==> src/rtl/fifo_wr_arbiter_if.sv <==
// Requester-side bus of the async_fifo write-port arbiter: requests, data, FIFO full flag in;
// grant, write strobe, muxed data and current owner out.
interface fifo_wr_arbiter_if #(
  parameter int NREQ  = 4,
  parameter int WIDTH = 8,
  parameter int IDW   = $clog2(NREQ)
) ();
  logic [NREQ-1:0]       req;
  logic [NREQ*WIDTH-1:0] req_data;
  logic                  wfull;
  logic [NREQ-1:0]       gnt;
  logic                  write;
  logic [WIDTH-1:0]      wdata;
  logic [IDW-1:0]        owner;

  // master is the requester/FIFO side, which also supplies wfull
  modport master (output req, req_data, wfull, input gnt, write, wdata, owner);
  modport slave  (input req, req_data, wfull, output gnt, write, wdata, owner);
endinterface

==> src/rtl/fifo_wr_arbiter.sv <==
// Round-robin arbiter for the async_fifo write port, one beat per cycle, stalls on wfull.
// Define FIFO_ARB_BURST_LOCK_EN to let a grantee keep ownership for up to MAX_BURST beats.
module fifo_wr_arbiter #(
  parameter int NREQ      = 4,
  parameter int WIDTH     = 8,
  parameter int MAX_BURST = 4,
  parameter int IDW       = $clog2(NREQ)
) (
  input  logic              clk,
  input  logic              reset_b,
  fifo_wr_arbiter_if.slave  bus
);

  if (NREQ < 2 || NREQ > 8) begin : g_bad_nreq
    $error("fifo_wr_arbiter: NREQ must be 2..8");
  end
  if (MAX_BURST < 1 || MAX_BURST > 15) begin : g_bad_burst
    $error("fifo_wr_arbiter: MAX_BURST must be 1..15");
  end

  function automatic logic [IDW-1:0] wrap_inc(input logic [IDW-1:0] p);
    if (int'(p) >= NREQ - 1) return '0;
    return p + 1'b1;
  endfunction

  function automatic logic [IDW-1:0] wrap_add(input logic [IDW-1:0] base, input int k);
    int s;
    s = int'(base) + k;
    if (s >= NREQ) s = s - NREQ;
    return s[IDW-1:0];
  endfunction

  // MSB = found; scanning downward lets the lowest offset from start win
  function automatic logic [IDW:0] pick(input logic [NREQ-1:0] r, input logic [IDW-1:0] start);
    logic [IDW-1:0] idx;
    pick = '0;
    for (int k = NREQ - 1; k >= 0; k--) begin
      idx = wrap_add(start, k);
      if (r[idx]) pick = {1'b1, idx};
    end
  endfunction

  logic [IDW-1:0] rr_ptr, rr_n;
  logic [IDW-1:0] owner, owner_n;
  logic [IDW-1:0] start, g;
  logic [IDW:0]   pk;
  logic           go;
  logic [NREQ-1:0]  gnt_c;
  logic [WIDTH-1:0] wdata_c;

`ifdef FIFO_ARB_BURST_LOCK_EN
  typedef enum logic {IDLE, BURST} state_t;
  localparam logic [3:0] BURST_LEN = 4'(MAX_BURST);
  state_t         state, state_n;
  logic [IDW-1:0] own, own_n;
  logic [3:0]     cnt, cnt_n;
  logic           keep;
`endif

  always_ff @(posedge clk) begin
    if (!reset_b) begin
      rr_ptr <= '0;
      owner  <= '0;
`ifdef FIFO_ARB_BURST_LOCK_EN
      state  <= IDLE;
      own    <= '0;
      cnt    <= '0;
`endif
    end else begin
      rr_ptr <= rr_n;
      owner  <= owner_n;
`ifdef FIFO_ARB_BURST_LOCK_EN
      state  <= state_n;
      own    <= own_n;
      cnt    <= cnt_n;
`endif
    end
  end

  always_comb begin
    go      = 1'b0;
    g       = '0;
    rr_n    = rr_ptr;
    owner_n = owner;
    start   = rr_ptr;
`ifdef FIFO_ARB_BURST_LOCK_EN
    state_n = state;
    own_n   = own;
    cnt_n   = cnt;
    keep    = (state == BURST) && bus.req[own];
    // a released owner hands the scan to its neighbour in the same cycle
    if (state == BURST) start = wrap_inc(own);
`endif
    pk = pick(bus.req, start);

    if (reset_b && !bus.wfull) begin
`ifdef FIFO_ARB_BURST_LOCK_EN
      if (keep) begin
        go    = 1'b1;
        g     = own;
        cnt_n = cnt + 4'd1;
        if (cnt + 4'd1 == BURST_LEN) begin
          state_n = IDLE;
          rr_n    = wrap_inc(own);
        end
      end else begin
        if (state == BURST) begin
          state_n = IDLE;
          rr_n    = wrap_inc(own);
        end
        if (pk[IDW]) begin
          go = 1'b1;
          g  = pk[IDW-1:0];
          if (MAX_BURST > 1) begin
            state_n = BURST;
            own_n   = pk[IDW-1:0];
            cnt_n   = 4'd1;
          end else begin
            rr_n = wrap_inc(pk[IDW-1:0]);
          end
        end
      end
`else
      if (pk[IDW]) begin
        go   = 1'b1;
        g    = pk[IDW-1:0];
        rr_n = wrap_inc(pk[IDW-1:0]);
      end
`endif
      if (go) owner_n = g;
    end
  end

  always_comb begin
    gnt_c   = '0;
    wdata_c = '0;
    if (go) begin
      gnt_c[g] = 1'b1;
      wdata_c  = bus.req_data[int'(g)*WIDTH +: WIDTH];
    end
  end

  assign bus.gnt   = gnt_c;
  assign bus.write = |(bus.req & gnt_c);
  assign bus.wdata = wdata_c;
  assign bus.owner = owner;

endmodule

==> src/flat_wrapper.sv <==
// flat-port wrapper written by rule: the top's interface ports become plain ports
module fifo_wr_arbiter_flat 
#(
  parameter int NREQ      = 4,
  parameter int WIDTH     = 8,
  parameter int MAX_BURST = 4,
  parameter int IDW       = $clog2(NREQ)
)
  (clk, reset_b, bus_req, bus_req_data, bus_wfull, bus_gnt, bus_write, bus_wdata, bus_owner);
  fifo_wr_arbiter_if #(.NREQ(NREQ), .WIDTH(WIDTH), .IDW(IDW)) bus_i ();
  input  logic clk;
  input  logic reset_b;
  input wire logic [$bits(bus_i.req)-1:0] bus_req;
  input wire logic [$bits(bus_i.req_data)-1:0] bus_req_data;
  input wire logic [$bits(bus_i.wfull)-1:0] bus_wfull;
  output wire logic [$bits(bus_i.gnt)-1:0] bus_gnt;
  output wire logic [$bits(bus_i.write)-1:0] bus_write;
  output wire logic [$bits(bus_i.wdata)-1:0] bus_wdata;
  output wire logic [$bits(bus_i.owner)-1:0] bus_owner;
  assign bus_i.req = bus_req;
  assign bus_i.req_data = bus_req_data;
  assign bus_i.wfull = bus_wfull;
  assign bus_gnt = bus_i.gnt;
  assign bus_write = bus_i.write;
  assign bus_wdata = bus_i.wdata;
  assign bus_owner = bus_i.owner;
  fifo_wr_arbiter #(.NREQ(NREQ), .WIDTH(WIDTH), .MAX_BURST(MAX_BURST), .IDW(IDW)) u_core (.clk(clk), .reset_b(reset_b), .bus(bus_i));
endmodule
==> config.mk <==
export PLATFORM = sky130hd
export DESIGN_NAME = fifo_wr_arbiter_flat
export DESIGN_NICKNAME = d
export VERILOG_FILES = /design/src/rtl/fifo_wr_arbiter_if.sv /design/src/rtl/fifo_wr_arbiter.sv /design/src/flat_wrapper.sv
export SDC_FILE = /design/constraint.sdc
export NUM_CORES = 1
export LEC_CHECK = 0
export ABC_AREA = 1
export BUFFER_PORTS_ARGS = -buffer_cell sky130_fd_sc_hd__buf_2
export CAP_MARGIN = 20
export CORE_MARGIN = 2
export CORE_UTILIZATION = 43
export CTS_CLUSTER_SIZE = 20
export DETAILED_ROUTE_END_ITERATION = 8
export PLACE_DENSITY = 0.94
export SYNTH_ARGS = -nofsm -noshare
export SYNTH_HDL_FRONTEND = slang
export SYNTH_SLANG_ARGS = --single-unit
==> constraint.sdc <==
create_clock -name clk -period 4.9 [get_ports clk]
set_input_delay 0.735 -clock clk [delete_from_list [all_inputs] [get_ports clk]]
set_output_delay 0.735 -clock clk [all_outputs]
set_load 0.02 [all_outputs]
* After elaboration in Yosys (flattened, before gate mapping)
Cells that the tools add are included.
** Cells by class
- Add/subtract/negate cells :: 8
- Order comparisons :: 11
- Shifts and indexed selects :: 1
- Multiplexer cells :: 30
- Bitwise operators :: 1
- Reductions and logical operators :: 6
** Operator list (number)
- $shiftx 32x6->8 :: 1
- $mux 2 :: 8
- $lt 2x3->1 const B :: 5
- $mux 3 :: 4
- $mux 1 :: 11
- $ge 3x3->1 const B :: 3
- $bmux 1 s2 :: 4
- $mux 8 :: 1
- $sub 2x1->2 const B :: 4
- $add 2x2->3 const B :: 2
- $and 4x4->4 :: 1
- $mux 4 :: 1
- $reduce_and 2->1 :: 2
- $reduce_or 4->1 :: 1
- $add 2x1->3 const B :: 1
- $ge 2x3->1 const B :: 1
- $add 2x1->2 const B :: 1
- $demux 1 s2 :: 1
- $ge 2x1->1 const B :: 1
- $ge 2x2->1 const B :: 1
- $logic_and 1x1->1 :: 2
- $logic_not 1->1 :: 1
** Word-level totals
- Register bits :: 4
- Input bits :: 39
- Output and inout port bits :: 15
- Logic and storage cells :: 59

* Logic depth before layout (Yosys ltp)
- Depth after elaboration :: 18
- Gate-level depth with buffers :: 14
- Mapped depth without buffers :: 14

* Worst setup path before layout
Ideal clock, no wire load.
- Path type :: input to output
- Start :: in bus_req[1]
- End :: out bus_wdata[0]
- Arrival time :: 1.977 ns
- Required time :: 4.165 ns
- Slack :: 2.188 ns
- Stages on the path :: 12
- Buffers on the path :: 0
- Cells stage by stage :: inv_1 nand2_1 nand3_2 nand3_1 nand2_1 nand2_2 nand3_4 nor2_8 nand2_1 nand2_1 nor2_1 nor2_1
** On the way
- Cells in the longest elaborated chain, start to end :: 10
- Elaborated cells between the ends (all ways) :: 19
- Those cells by class :: shift (1); mux (18)
** RTL lines
- start: declaration :: RTL line flat_wrapper.sv:13 : input wire logic [$bits(bus_i.req)-1:0] bus_req;
- $bmux 1 s2 :: RTL line fifo_wr_arbiter.sv:39 : if (r[idx]) pick = {1'b1, idx};
- $mux 1 (not written as such) :: RTL line fifo_wr_arbiter.sv:39
- $mux 3 (3 in a row) :: RTL line fifo_wr_arbiter.sv:39
- $mux 3 (*) :: RTL line fifo_wr_arbiter.sv:39
- $mux 2 or $mux 1 (tied branches) :: RTL line fifo_wr_arbiter.sv:124 : if (pk[IDW]) begin
- $mux 2 or $mux 1 (tied branches) :: RTL line fifo_wr_arbiter.sv:96 : if (reset_b && !bus.wfull) begin
- $shiftx 32x6->8 or $mux 1 (tied branches) :: RTL line fifo_wr_arbiter.sv:139, fifo_wr_arbiter.sv:96
- $mux 8 (*) :: RTL line fifo_wr_arbiter.sv:137 : if (go) begin
- end: declaration :: RTL line flat_wrapper.sv:18 : output wire logic [$bits(bus_i.wdata)-1:0] bus_wdata;
Every way passes the cells marked *; elsewhere a longest branch is shown, timed or not. The select of a mux whose other input is x is not followed.

* Final worst setup path
- Start :: in reset_b
- End :: out bus_gnt[0]
** On the way
- Cells in the longest elaborated chain, start to end :: 7
- Elaborated cells between the ends (all ways) :: 9
- Those cells by class :: order compare (2); mux (5); reduce/logical (2)
** RTL lines
- start: declaration :: RTL line flat_wrapper.sv:12 : input logic reset_b;
- $logic_and 1x1->1 (*) :: RTL line fifo_wr_arbiter.sv:96
- $mux 2 :: RTL line fifo_wr_arbiter.sv:96
- $lt 2x3->1 (not written as such) or $ge 2x1->1 (tied branches) :: RTL line fifo_wr_arbiter.sv:138 : gnt_c[g] = 1'b1;
- $logic_and 1x1->1 (not written as such) :: RTL line fifo_wr_arbiter.sv:138
- $mux 1 (not written as such) :: RTL line fifo_wr_arbiter.sv:138
- $demux 1 s2
- $mux 4 (*) :: RTL line fifo_wr_arbiter.sv:137
- end: declaration :: RTL line flat_wrapper.sv:16 : output wire logic [$bits(bus_i.gnt)-1:0] bus_gnt;
Every way passes the cells marked *; elsewhere a longest branch is shown, timed or not.

==> run summary <==
Psw -> 0.135 mW
hold_sp -> u_core.bus.owner[1]
vias in the first global route -> 790
Longest Clk Path Bufs -> 2
r2r endpoint -> u_core.rr_ptr[1]
CP required -> 4.16 ns
worst-path cell chain -> buf_2, inv_1, nor2_2, nand2_1, nor3_1, buf_2
setup bufs post-CTS -> 0
fillers -> 183
total I/O pin count -> 54
RSZ-0062 raised after global routing -> no
Die H -> 45.5 um
Max-Cap Viols -> 0
CP Launch Type -> input port
CTS tree -> built
Seq cells post-synth -> 4
clk_skew -> 0.00205 ns
DR iter-0 viols -> 29
Seq pwr share -> 16.6%
All-Layer GR Usage -> 20.7%
relative slew slack -> 46.4%
most frequent cells in the layout -> buf_2, nand2_1, nor2_1
global placer's final weighted congestion -> 0.918
post-route ant nets -> 0
syn avg cell area -> 5.34 um^2
worst path bufs/invs -> 3
routed len/inst -> 10.0 um
root buf cell -> clkbuf_4
Clock Latency Late Sink -> 0.23 ns
initial antenna violation count -> 0
most frequent CP cell -> buf_2
core box area -> 1670 um^2
WHS Path Cells -> 2
max incr delay on CP -> 0.62 ns
total grt overflow -> 0
Crit Path Max Fanout -> 19
final net count -> 231
port bufs -> 53
Worst Setup Path Type -> input port to output pin
die width -> 45.5 um
Final Critical Period -> 3.32 ns
die area -> 2070 um^2
starting density of the core -> 44.4%
worst min path class -> flop to flop
FF-to-FF setup slack -> 2.88 ns
synth unique cells -> 21
first-pass GRT wire length -> 3.22 mm
vias per cell -> 5.12
Max Slew Vio Count -> 0
Cells after Synth -> 139
internal power -> 0.121 mW
final hold violation count -> 0
clock slew at reported path FFs -> 0.04 ns
share of layout cells above drive strength 1 -> 34.7%
crit share post-route -> 67.7%
Synth Warn # -> 0
Reg area -> 80.1 um^2
htree depth -> 1
Min Hold Slack -> 0.459 ns
Fin Setup TNS -> 0 ns
multi-input logic area -> 573 um^2
Setup crit end kind -> output pin
largest net degree at the start of global routing -> 20
Vias -> 1060
Net Sw Frac -> 52.8%
row count -> 15
r2r startpoint -> u_core.rr_ptr[0]
# setup viols final -> 0
R2R depth -> 10
Syn-to-layout area delta -> 36.8%
CTS hold repair buffers -> 0
DPL Wire Length -> 1.65 mm
syn nets -> 178
share of the yosys chip area belonging to registers -> 10.8%
diode count -> 0
cts bufs inserted -> 3
clock network fraction of design power -> 15.6%
clk sinks -> 4
Worst Tran Pin Value -> 0.803 ns
power share of the combinational group -> 67.7%
Crit path arrival time -> 2.58 ns
status -> finished clean
Cell Area, Synth -> 742 um^2
Pwr Density -> 253 nW/um^2
routed wire length -> 2.07 mm
sink of the worst hold path -> u_core.bus.owner[1]
commonest non-fill, non-tap cell in the layout -> buf_2
fmax -> 302 MHz
cts repair resizes -> 0
Slowest cell on crit path -> nor2_2
Worst VDD drop -> 0.186 mV
P_leak -> 0.662 nW
DR pass1 iterations -> 5
drt drc -> 0
CP delay by family, top -> simple AND/OR/NAND/NOR gates
## power by group through the flow
stage	logic, mW	registers (mW)	clock network, mW
5_1_grt	0.195	0.0431	0.0487
3_3_place_gp	0.171	0.0428	0
6_report	0.174	0.0426	0.0401
3_5_place_dp	0.173	0.0429	0
2_1_floorplan	0.135	0.0448	0
4_1_cts	0.173	0.0424	0.0427
## metal layers
layer  wire length, um  GRT usage (%)  vias to the layer above
met1               866           28.6                      456
met3               143           5.95                        0
met5                 0              0                        -
li1                  -              -                      562
met4                 0           1.76                        0
met2              1060           33.0                       42
## sequential cells by signal, indices dropped and copies added (netlist names)
name and count:
u_core.bus.owner 2, u_core.rr_ptr 2
## metrics by stage
step | instances | total power, mW | util, % | area (um^2) | setup slack, ns
floorplan | 139 | 0.179 | - | 742 | 2.19
global placement | 204 | 0.214 | 59.4 | 992 | 1.57
detailed placement | 204 | 0.215 | 59.4 | 992 | 1.60
CTS | 207 | 0.258 | 60.7 | 1010 | 1.60
global route | 207 | 0.287 | 60.7 | 1010 | 1.35
finish | 207 | 0.256 | 60.7 | 1010 | 1.58
## worst max-delay path by stage
stage	startpoint	end	slack, ns	cells after the start
2_1_floorplan	bus_req[1]	bus_wdata[0]	2.19	12
4_1_cts	reset_b	bus_gnt[0]	1.60	6
3_3_place_gp	reset_b	bus_gnt[0]	1.57	6
5_1_grt	bus_req[1]	bus_wdata[7]	1.35	12
6_report	reset_b	bus_gnt[0]	1.58	6
3_5_place_dp	reset_b	bus_gnt[0]	1.60	6
## synthesized netlist by cell type
| library cell | number | area [um^2] |
|---|---|---|
| nand2_2 | 2 | 12.5 |
| clkbuf_1 | 1 | 3.75 |
| clkinv_1 | 1 | 3.75 |
| nor2_2 | 1 | 6.26 |
| inv_1 | 12 | 45.0 |
| buf_2 | 2 | 10.0 |
| buf_6 | 2 | 22.5 |
| inv_2 | 1 | 3.75 |
| nor2_1 | 18 | 67.6 |
| nand3b_1 | 1 | 7.51 |
| nand4_1 | 16 | 100 |
| nor2_8 | 1 | 20.0 |
| nor3_1 | 2 | 10.0 |
| nand2_1 | 51 | 191 |
| a21oi_1 | 3 | 15.0 |
| nand3_4 | 1 | 17.5 |
| nand2_4 | 2 | 22.5 |
| a211oi_1 | 1 | 7.51 |
| nand3_2 | 2 | 20.0 |
| nand3_1 | 15 | 75.1 |
| dfxtp_1 | 4 | 80.1 |
## layout make-up
type                    count  area share, %
clock buffers               3           2.22
inverters                  14           5.18
multi-input cells         116           56.5
flip-flops and latches      4           7.89
well taps                  17           2.10
repair buffers             53           26.1
## cells by family after synthesis
group / synth area share [%]
AOI/OAI and AO/OA: 3.04
buffers and inverters: 12.0
DFF: 10.8
and+or+nand+nor: 74.2
## tightest hold or removal path: stages (launching register included)
cell and delay [ns]:
dfxtp_1 0.30, nand2_1 0.06, a21oi_1 0.05
(Power assumes the default switching activity.)
